### config.mk
export PLATFORM = sky130hd
export DESIGN_NAME = mxint_row_max_subtract
export DESIGN_NICKNAME = d
export VERILOG_FILES = /design/src/rtl/mxint_row_max_subtract.sv
export SDC_FILE = /design/constraint.sdc
export NUM_CORES = 1
export LEC_CHECK = 0
export ABC_AREA = 1
export CAP_MARGIN = 20
export CORE_AREA = 5 5 141 157
export CTS_CLUSTER_SIZE = 20
export DETAILED_ROUTE_END_ITERATION = 7
export DIE_AREA = 0 0 146 162
export PLACE_DENSITY = 0.85
export SETUP_SLACK_MARGIN = 0.05
export SLEW_MARGIN = 10
export SYNTH_ARGS = -nofsm -noshare
export SYNTH_HDL_FRONTEND = slang
export SYNTH_SLANG_ARGS = --single-unit
### constraint.sdc
create_clock -name clk -period 12 [get_ports clk]
set_clock_uncertainty 0.1 [all_clocks]
set_input_delay 1.2 -clock clk [delete_from_list [all_inputs] [get_ports clk]]
set_output_delay 1.2 -clock clk [all_outputs]
set_load 0.03 [all_outputs]
### src/rtl/mxint_row_max_subtract.sv
// mxint_row_max_subtract: buffers one MXINT row, aligns it to the row max exponent, and subtracts the row max mantissa
module mxint_row_max_subtract #(
  parameter int DATA_IN_0_PRECISION_0 = 8,
  parameter int DATA_IN_0_PRECISION_1 = 8,
  parameter int BLOCK_SIZE            = 4,
  parameter int IN_DEPTH              = 4
) (
  input  logic                             clk,
  input  logic                             rst,
  input  logic [DATA_IN_0_PRECISION_0-1:0] mdata_in_0 [BLOCK_SIZE],
  input  logic [DATA_IN_0_PRECISION_1-1:0] edata_in_0,
  input  logic                             data_in_0_valid,
  output logic                             data_in_0_ready,
  output logic [DATA_IN_0_PRECISION_0-1:0] mdata_out_0 [BLOCK_SIZE],
  output logic [DATA_IN_0_PRECISION_1-1:0] edata_out_0,
  output logic                             data_out_0_valid,
  input  logic                             data_out_0_ready
);
  localparam int W  = DATA_IN_0_PRECISION_0;
  localparam int E  = DATA_IN_0_PRECISION_1;
  localparam int PW = $clog2(IN_DEPTH);
  localparam logic signed [W-1:0] MNEG = {1'b1, {(W-1){1'b0}}};

  typedef enum logic [1:0] {FILL, SCAN, DRAIN} state_t;

  state_t              state_q, state_d;
  logic [PW-1:0]       ptr_q, ptr_d;
  logic [E-1:0]        emax_q, emax_d;
  logic signed [W-1:0] mmax_q, mmax_d;
  logic [W-1:0]        mbuf_q [IN_DEPTH][BLOCK_SIZE];
  logic [E-1:0]        ebuf_q [IN_DEPTH];
  logic signed [W-1:0] aligned [BLOCK_SIZE];
  logic [W:0]          diff [BLOCK_SIZE];
  logic signed [W-1:0] row_max;
  logic [E-1:0]        shift;
  logic                in_fire, out_fire, last, adv;

  assign data_in_0_ready  = state_q == FILL;
  assign data_out_0_valid = state_q == DRAIN;
  assign in_fire          = data_in_0_valid && data_in_0_ready;
  assign out_fire         = data_out_0_valid && data_out_0_ready;
  assign last             = ptr_q == PW'(IN_DEPTH - 1);
  assign adv              = in_fire || state_q == SCAN || out_fire;
  assign shift            = emax_q - ebuf_q[ptr_q];
  assign edata_out_0      = state_q == DRAIN ? emax_q : '0;

  // align the entry under the shared pointer, fold it into the running max, and form saturated differences
  always_comb begin
    row_max = mmax_q;
    for (int i = 0; i < BLOCK_SIZE; i++) begin
      aligned[i]     = $signed(mbuf_q[ptr_q][i]) >>> shift;
      row_max        = aligned[i] > row_max ? aligned[i] : row_max;
      diff[i]        = {aligned[i][W-1], aligned[i]} - {mmax_q[W-1], mmax_q};
      mdata_out_0[i] = state_q != DRAIN ? '0 : diff[i][W] != diff[i][W-1] ? MNEG : diff[i][W-1:0];
    end
  end

  // one pointer walks fill, scan and drain in turn since the phases never overlap
  always_comb begin
    ptr_d   = !adv ? ptr_q : last ? '0 : ptr_q + PW'(1);
    state_d = !(adv && last) ? state_q : state_q == FILL ? SCAN : state_q == SCAN ? DRAIN : FILL;
    emax_d  = in_fire && (ptr_q == '0 || edata_in_0 > emax_q) ? edata_in_0 : emax_q;
    mmax_d  = state_q == SCAN ? row_max : out_fire && last ? MNEG : mmax_q;
  end

  // control state and row statistics
  always_ff @(posedge clk or posedge rst) begin
    if (rst) begin
      state_q <= FILL;
      ptr_q   <= '0;
      emax_q  <= '0;
      mmax_q  <= MNEG;
    end else begin
      state_q <= state_d;
      ptr_q   <= ptr_d;
      emax_q  <= emax_d;
      mmax_q  <= mmax_d;
    end
  end

  // row buffer needs no reset; it is always fully rewritten before being read
  always_ff @(posedge clk) begin
    if (in_fire) begin
      mbuf_q[ptr_q] <= mdata_in_0;
      ebuf_q[ptr_q] <= edata_in_0;
    end
  end
endmodule

; Word level (Yosys, flattened, before mapping)
; Memory sizes are Yosys's and may differ from the RTL's.
; Index checks and enable logic that the tools add are counted.
[word_totals]
wordCells = 60
ramBits = 160
output_inout_bits = 42
in_bits = 44
n_memories = 2
ff_bits = 20
[classes]
add_sub_neg = 6
order_cmp = 5
reduce_logical = 11
eq_ne = 8
n_mux = 20
n_shift = 4
[mem_list]
columns = memory, depth, word_bits, rd, rd_ports_with_merged_regs, wr, line
row1 = mbuf_q, 4, 32, 1, 0, 1, 30  ; logic [W-1:0] mbuf_q [IN_DEPTH][BLOCK_SIZE];
row2 = ebuf_q, 4, 8, 1, 0, 1, 31  ; logic [E-1:0] ebuf_q [IN_DEPTH];
[ops]
columns = operator, n
row1 = 8-bit 2-to-1 mux, 15
row2 = 8-bit greater-than comparator, 5
row3 = 8-bit by 8-bit subtractor with 9-bit output, 4
row4 = 8-bit by 8-bit >>> shifter with 8-bit output, 4
row5 = 8-bit subtractor, 1
row6 = 2-bit 2-to-1 mux, 3
row7 = 1-bit logical AND, 5
row8 = 2-bit equality test (second input constant), 2
row9 = 2-bit zero test, 2
row10 = 1-bit inequality test, 4
row11 = 1-bit logical OR, 3
row12 = 2-bit by 1-bit adder with 2-bit output (second input constant), 1
row13 = 2-bit by 1-bit equality test with 1-bit output (second input constant), 1
row14 = 1-bit 2-to-1 mux, 2
row15 = 2-bit inequality test (second input constant), 1
row16 = 2-bit nonzero test, 1

; Depth between registers and ports, before layout
; Gate-level depths: netlist of the first run.
; An unclocked memory read counts as a cell.
[depth]
ltp_word = 12
mapped_depth = 75
ltp_nobuf = 67

; Worst setup path before layout of the first run
; OpenSTA, ideal clock, no wires.
[synth_path]
path_kind = register -> register
from = register ptr_q[0]
to = register mmax_q[0]
required_ns = 11.783
setup_slack_ns = 1.638
path_stages_with_launch = 68
synth_period_minus_slack_ns = 10.362
arrival_ns = 10.146
n_path_buf = 8
setup_ns = 0.117
cell_sequence = dfrtp_1 > inv_2 > buf_2 > buf_2 > clkbuf_1 > clkbuf_1 > clkbuf_1 > clkbuf_1 > o21ai_0 > o22ai_1 > ha_1 > inv_1 > fa_1 > nand2_1 > nand2_1 > xnor2_1 > nand3_2 > o21bai_4 > (+32 left out) > nand2_1 > o21ai_0 > nand2_1 > inv_1 > nand2_1 > and2_1 > ha_1 > nand2_1 > inv_1 > a221oi_1 > o221ai_1 > nand2_1 > o21ai_0 > nand2_1 > buf_1 > nand3_1 > nand2_1 > nand2_1
[synth_via]
elab_chain_len = 12
word_cells_on_any_way = 19
classes_between = add/sub: 1 / order compare: 4 / eq/ne: 1 / shift: 4 / mux: 5 / reduce/logical: 2 / memory: 2
[synth_lines]
columns = element, line
row1 = from (decl), 27  ; logic [PW-1:0] ptr_q, ptr_d;
row2 = from (signal assigned), 75  ; ptr_q <= ptr_d;
row3 = memory read 4 x 8 bit, n/a
row4 = 8-bit subtractor, 44  ; assign shift = emax_q - ebuf_q[ptr_q];
row5 = 8-bit by 8-bit >>> shifter with 8-bit output, 51  ; aligned[i] = $signed(mbuf_q[ptr_q][i]) >>> shift;
row6 = 8-bit greater-than comparator, 52  ; row_max = aligned[i] > row_max ? aligned[i] : row_max;
row7 = 8-bit 2-to-1 mux, 52
row8 = 8-bit greater-than comparator, 52
row9 = 8-bit 2-to-1 mux, 52
row10 = 8-bit greater-than comparator, 52
row11 = 8-bit 2-to-1 mux, 52
row12 = 8-bit greater-than comparator, 52
row13 = 8-bit 2-to-1 mux, 52
row14 = 8-bit 2-to-1 mux, 63  ; mmax_d = state_q == SCAN ? row_max : out_fire && last ? MNEG : mmax_q;
row15 = to (signal assigned), 77  ; mmax_q <= mmax_d;
row16 = to (decl), 29  ; logic signed [W-1:0] mmax_q, mmax_d;
; Parallel ways exist; a longest one is shown, timed or not.
; A chain may end at the register's enable or synchronous reset.

; Worst setup path in the final report of the first run
[layout_path]
from = register ptr_q[0]
to = register mmax_q[3]
; Same word-level chain as after synthesis.

==> results.toml, run 1 <==
[synthesis]
avgSynthCellArea_um2 = 8.86
yosysWarningCount = 0
synth_top_area_share_pct = 43.1
syn-num-nets = 1387
netlist-cell-type-count = 47
syn_area_um2 = 11200
yosys_register_bits = 180
synth_cells = 1259
synthTopCellsByArea = "edfxtp_1, nand2_1, ha_1, dfrtp_1, inv_1"
synth_area_leader_cell = "edfxtp_1"
synth_seq_area_share_pct = 47.6

[routing]
vias_per_cell = 5.70
num_vias = 9098
drt-total-wl_mm = 27.5
ant_nets = 0
wire_per_inst_um = 17.2
firstDrtPassIters = 5
drt_iter0_drc = 874
post-route-drc-count = 0

[placement]
io_buffers = 85
post-dp-hpwl_mm = 19.8
place_congestion = 0.960

[clock_tree]
cts_buffer_depth = 2
numCtsBuffers = 17
clk_pin_slew_ns = 0.07
h-tree-depth = 4
hold_buffers = 0
root_buffer = "clkbuf_16"
cts_tree = "yes"
cts_resized = 0
clock-sinks = 180
clk-insertion-delay-late_ns = 0.42
postCtsSetupBuffers = 0

[critical_path]
rr_startpoint = "ptr_q[0]"
end_kind = "register"
slowest_stage = "dfrtp_2"
worst-path-max-fanout = 30
regToRegSetupSlack_ns = 1.15
reg2regPathDepth = 57
startpoint_type = "register"
path_class = "register to register"
crit_arrival_ns = 11.11
required_ns = 12.26
r2r_end = "mmax_q[3]"
critPathCapture = "mmax_q[3]"
path_common_cell = "nand2_1"
max_stage_delay_ns = 0.57
critPathLaunch = "ptr_q[0]"

[die]
chipWidth_um = 146
core-area_um2 = 20300
dieArea_um2 = 23700
rows = 55
ioPinCount = 86
initial_utilization_pct = 54.9
die-height_um = 162

[timing]
hold_viol = 0
finalMaxSlewViolations = 0
finalSetupTns_ns = 0
fin_crit_ns = 10.85
fmax_mhz = 92.2
rsz0062_at_grt = "no"
tightest_slew_ns = 0.917
setup_viol = 0
fin_crit_sh_pct = 90.4
relSlewSlack_pct = 38.5

[final_layout]
n_antenna_cell = 0
final_common_cell = "nand2_1"
final_core_util_pct = 63.2
nets = 1454
nFillCells = 1655
final_cell_mix = "nand2_1, edfxtp_1, inv_1"
synthToLayoutAreaGrowth_pct = 15.1
layout-drive-gt1-share_pct = 7.32

[grt]
grt.total_usage_pct = 23.6
grt-ovfl-total = 0
use_met2_pct = 42.4
use_met1_pct = 29.2
grt-busiest-layer = "met2"
antenna_found_initial = 0
met3_usage_pct = 2.85
grt_first_pass_wirelength_mm = 45.1
grt_max_degree = 69
grt_pass1_vias = 8935

[status]
status = "completed"

[hold_path]
hold_path_class = "register to register"

[run]
maxCapViolCount = 0
==> state kept, by name (all words and copies together), names as in the netlist <==
name / count
ebuf_q: 32
emax_q: 8
mmax_q: 8
ptr_q: 2
mbuf_q: 128
state_q: 2
==> how the worst min path moves through the flow <==
| stage | start | to | cells after the start |
|---|---|---|---|
| after global placement | mmax_q[5] | mmax_q[5] | 2 |
| final | mmax_q[5] | mmax_q[5] | 2 |
| after global routing | mmax_q[5] | mmax_q[5] | 2 |
| after CTS | mmax_q[5] | mmax_q[5] | 2 |
| after detailed placement | mmax_q[5] | mmax_q[5] | 2 |
| after floorplan | mmax_q[5] | mmax_q[5] | 2 |
==> layout make-up <==
cell class / count / area (um2) / share of cell area [%]
clock buffers: 18 / 429 / 3.34
clock inverters: 14 / 174 / 1.36
inverters: 132 / 495 / 3.86
multi-input cells: 899 / 5170 / 40.3
flip-flops and latches: 180 / 5310 / 41.4
well taps: 256 / 320 / 2.50
repair buffers: 96 / 933 / 7.27
==> worst max-delay path: cells and delay by family (launching register included) <==
family	cells	cell delay (ns)
AO/OA/AOI/OAI	16	3.49
adder cells (fa/ha/maj)	5	1.45
buffers and inverters	6	1.17
flip-flops	1	0.57
AND/OR/NAND/NOR	30	3.94
==> metal layers <==
metal / vias up / share of wire (%)
li1: 4494 / -
met2: 361 / 50
met5: - / 0
met3: 55 / 5.5
met1: 4188 / 41
met4: 0 / 2.9
==> kinds of logic (layout without fill, tap and decap cells) <==
family | count (synthesis) | count (layout) | share of synthesized area [%]
DFF | 180 | 180 | 47.6
adders and majority gates | 84 | 84 | 9.76
xor gates and xnor gates | 12 | 12 | 0.942
buffers and inverters | 180 | 260 | 6.30
AOI/OAI and AO/OA | 233 | 233 | 12.5
and+or+nand+nor | 570 | 570 | 22.9
==> Yosys cell counts (all sizes together) <==
| cell type | number |
|---|---|
| o21ai | 87 |
| dfstp | 1 |
| and2 | 8 |
| nand2 | 299 |
| nand4 | 18 |
| clkbuf | 27 |
| a211oi | 4 |
| o221ai | 6 |
| xor2 | 10 |
| xnor2 | 2 |
| nor4 | 3 |
| nor2 | 127 |
| a22oi | 1 |
| o311ai | 3 |
| buf | 21 |
| o21a | 2 |
| a31oi | 10 |
| a221oi | 7 |
| clkinv | 2 |
| nor3b | 8 |
| inv | 130 |
| o22ai | 10 |
| fa | 5 |
| a32o | 8 |
| a21oi | 78 |
| o211ai | 7 |
| ha | 79 |
| nor3 | 12 |
| nand3 | 89 |
| a221o | 6 |
| or2 | 6 |
| o21bai | 4 |
| edfxtp | 160 |
| dfrtp | 19 |
==> metrics by stage <==
step                      area, um2  hold slack (ns)  setup WS [ns]  cells
after floorplan               11200            0.349           1.64   1259
after global placement        12200            0.364           1.54   1563
after detailed placement      12200            0.370           1.06   1563
after CTS                     12800            0.388          0.919   1595
after global routing          12800            0.400          0.145   1595
final                         12800            0.392           1.15   1595
Power of run 1 is left out: the tool's default activity adds up to more than one toggle a clock period on the data nets, which glitch-free logic cannot reach.
==> run 2: changes to the inputs <==
--- a/config.mk
+++ b/config.mk
@@ -7,11 +7,13 @@
 export LEC_CHECK = 0
 export ABC_AREA = 1
 export CAP_MARGIN = 20
-export CORE_AREA = 5 5 141 157
+export CELL_PAD_IN_SITES_DETAIL_PLACEMENT = 0
+export CELL_PAD_IN_SITES_GLOBAL_PLACEMENT = 1
+export CORE_AREA = 5 5 155 172
 export CTS_CLUSTER_SIZE = 20
 export DETAILED_ROUTE_END_ITERATION = 7
-export DIE_AREA = 0 0 146 162
-export PLACE_DENSITY = 0.85
+export DIE_AREA = 0 0 160 177
+export PLACE_DENSITY = 0.89
 export SETUP_SLACK_MARGIN = 0.05
 export SLEW_MARGIN = 10
 export SYNTH_ARGS = -nofsm -noshare
==> results.toml, run 2 (synthesis results as in run 1) <==
[clock_tree]
clk-insertion-delay-late_ns = 0.43
clk_pin_slew_ns = 0.07
hold_buffers = 0
clock-sinks = 180
h-tree-depth = 4
root_buffer = "clkbuf_16"
cts_tree = "yes"
numCtsBuffers = 17
cts_buffer_depth = 2

[final_layout]
final_cell_mix = "nand2_1, edfxtp_1, inv_1"
top_register = "mbuf_q"
nets = 1460
largest_register_ffs = 128
layout-drive-gt1-share_pct = 7.73
synthToLayoutAreaGrowth_pct = 15.9
reg_top3 = "mbuf_q: 128 flops, ebuf_q: 32 flops"
final_common_cell = "nand2_1"
n_antenna_cell = 0

[grt]
antenna_found_initial = 0
grt_max_degree = 49
grt.total_usage_pct = 20.6
grt-ovfl-total = 0
grt_first_pass_wirelength_mm = 46.8
grt_pass1_vias = 8863

[placement]
post-dp-hpwl_mm = 20.8
io_buffers = 85
place_congestion = 0.922

[die]
chipWidth_um = 160
initial_utilization_pct = 45.0
die-height_um = 177
core-area_um2 = 24800
ioPinCount = 86
dieArea_um2 = 28300
rows = 61

[critical_path]
end_kind = "register"
worst-path-max-fanout = 31
critPathLaunch = "ptr_q[0]"
crit_arrival_ns = 10.84
r2r_end = "mmax_q[1]"
path_common_cell = "nand2_1"
slowest_stage = "dfrtp_2"
startpoint_type = "register"
path_class = "register to register"
rr_startpoint = "ptr_q[0]"
critPathCapture = "mmax_q[1]"
required_ns = 12.26
regToRegSetupSlack_ns = 1.42
reg2regPathDepth = 65
max_stage_delay_ns = 0.51

[timing]
fmax_mhz = 94.5
setup_viol = 0
finalSetupTns_ns = 0
worst_hold_slack_ns = 0.390
rsz0062_at_grt = "no"
hold_viol = 0
tightest_slew_ns = 0.909
relSlewSlack_pct = 39.0
fin_crit_sh_pct = 88.2
fin_crit_ns = 10.58
finalMaxSlewViolations = 0

[routing]
num_vias = 8947
firstDrtPassIters = 8
ant_nets = 0
post-route-drc-count = 0
vias_per_cell = 5.39
drt-total-wl_mm = 28.4
wire_per_inst_um = 17.1
drt_iter0_drc = 657

[hold_path]
hold_path_class = "register to register"

[status]
status = "completed"

[run]
maxCapViolCount = 0
run 2: worst min path at each step:
stage                     depth (start not counted)  slack [ns]   endpoint  startpoint
after floorplan                                   2        0.35  mmax_q[5]   mmax_q[5]
after global placement                            2        0.37  mmax_q[5]   mmax_q[5]
after detailed placement                          2        0.37  mmax_q[5]   mmax_q[5]
after CTS                                         2        0.39  mmax_q[5]   mmax_q[5]
after global routing                              2        0.41  mmax_q[6]   mmax_q[6]
final                                             2        0.39  mmax_q[5]   mmax_q[5]
run 2: worst max-delay path: cells and delay by family (launching register included):
kind | cells | cell delay (ns)
AOI/OAI and AO/OA | 17 | 3.33
DFF | 1 | 0.51
adders and majority gates | 5 | 1.46
buffers and inverters | 11 | 1.50
and+or+nand+nor | 32 | 3.54
run 2: per-layer routing:
layer  global-route usage, %  wire (um)  vias up
met1                    27.1      12600     4194
met5                       0          0        -
met4                    5.81        468        0
met3                    2.31       1280       27
li1                        -          -     4503
met2                    36.2      14100      223
run 2: per-stage QoR:
stage                     setup WS [ns]  cell area (um2)  utilization (%)  instances
after floorplan                    1.64            11200                -       1259
after global placement             1.36            12300             49.7       1625
after detailed placement           1.14            12300             49.7       1625
after CTS                          1.11            12900             52.0       1657
after global routing              0.180            12900             52.1       1660
final                              1.42            12900             52.1       1660
run 2: repair_timing:
action                                  4_1_cts  5_1_grt
buffers inserted                              0        3
gates resized for setup                       0        3
hold endpoints to repair                      0        0
endpoints found under the setup margin        0        8
run 2: cell type report:
| type | instances | area [um2] |
|---|---|---|
| Clock buffer | 18 | 429 |
| Clock inverter | 14 | 149 |
| Fill cell | 2236 | 11900 |
| Inverter | 132 | 495 |
| Multi-Input combinational cell | 899 | 5170 |
| Sequential cell | 180 | 5310 |
| Tap cell | 315 | 394 |
| Timing Repair Buffer | 102 | 978 |
Power of run 2 is left out for the same reason.
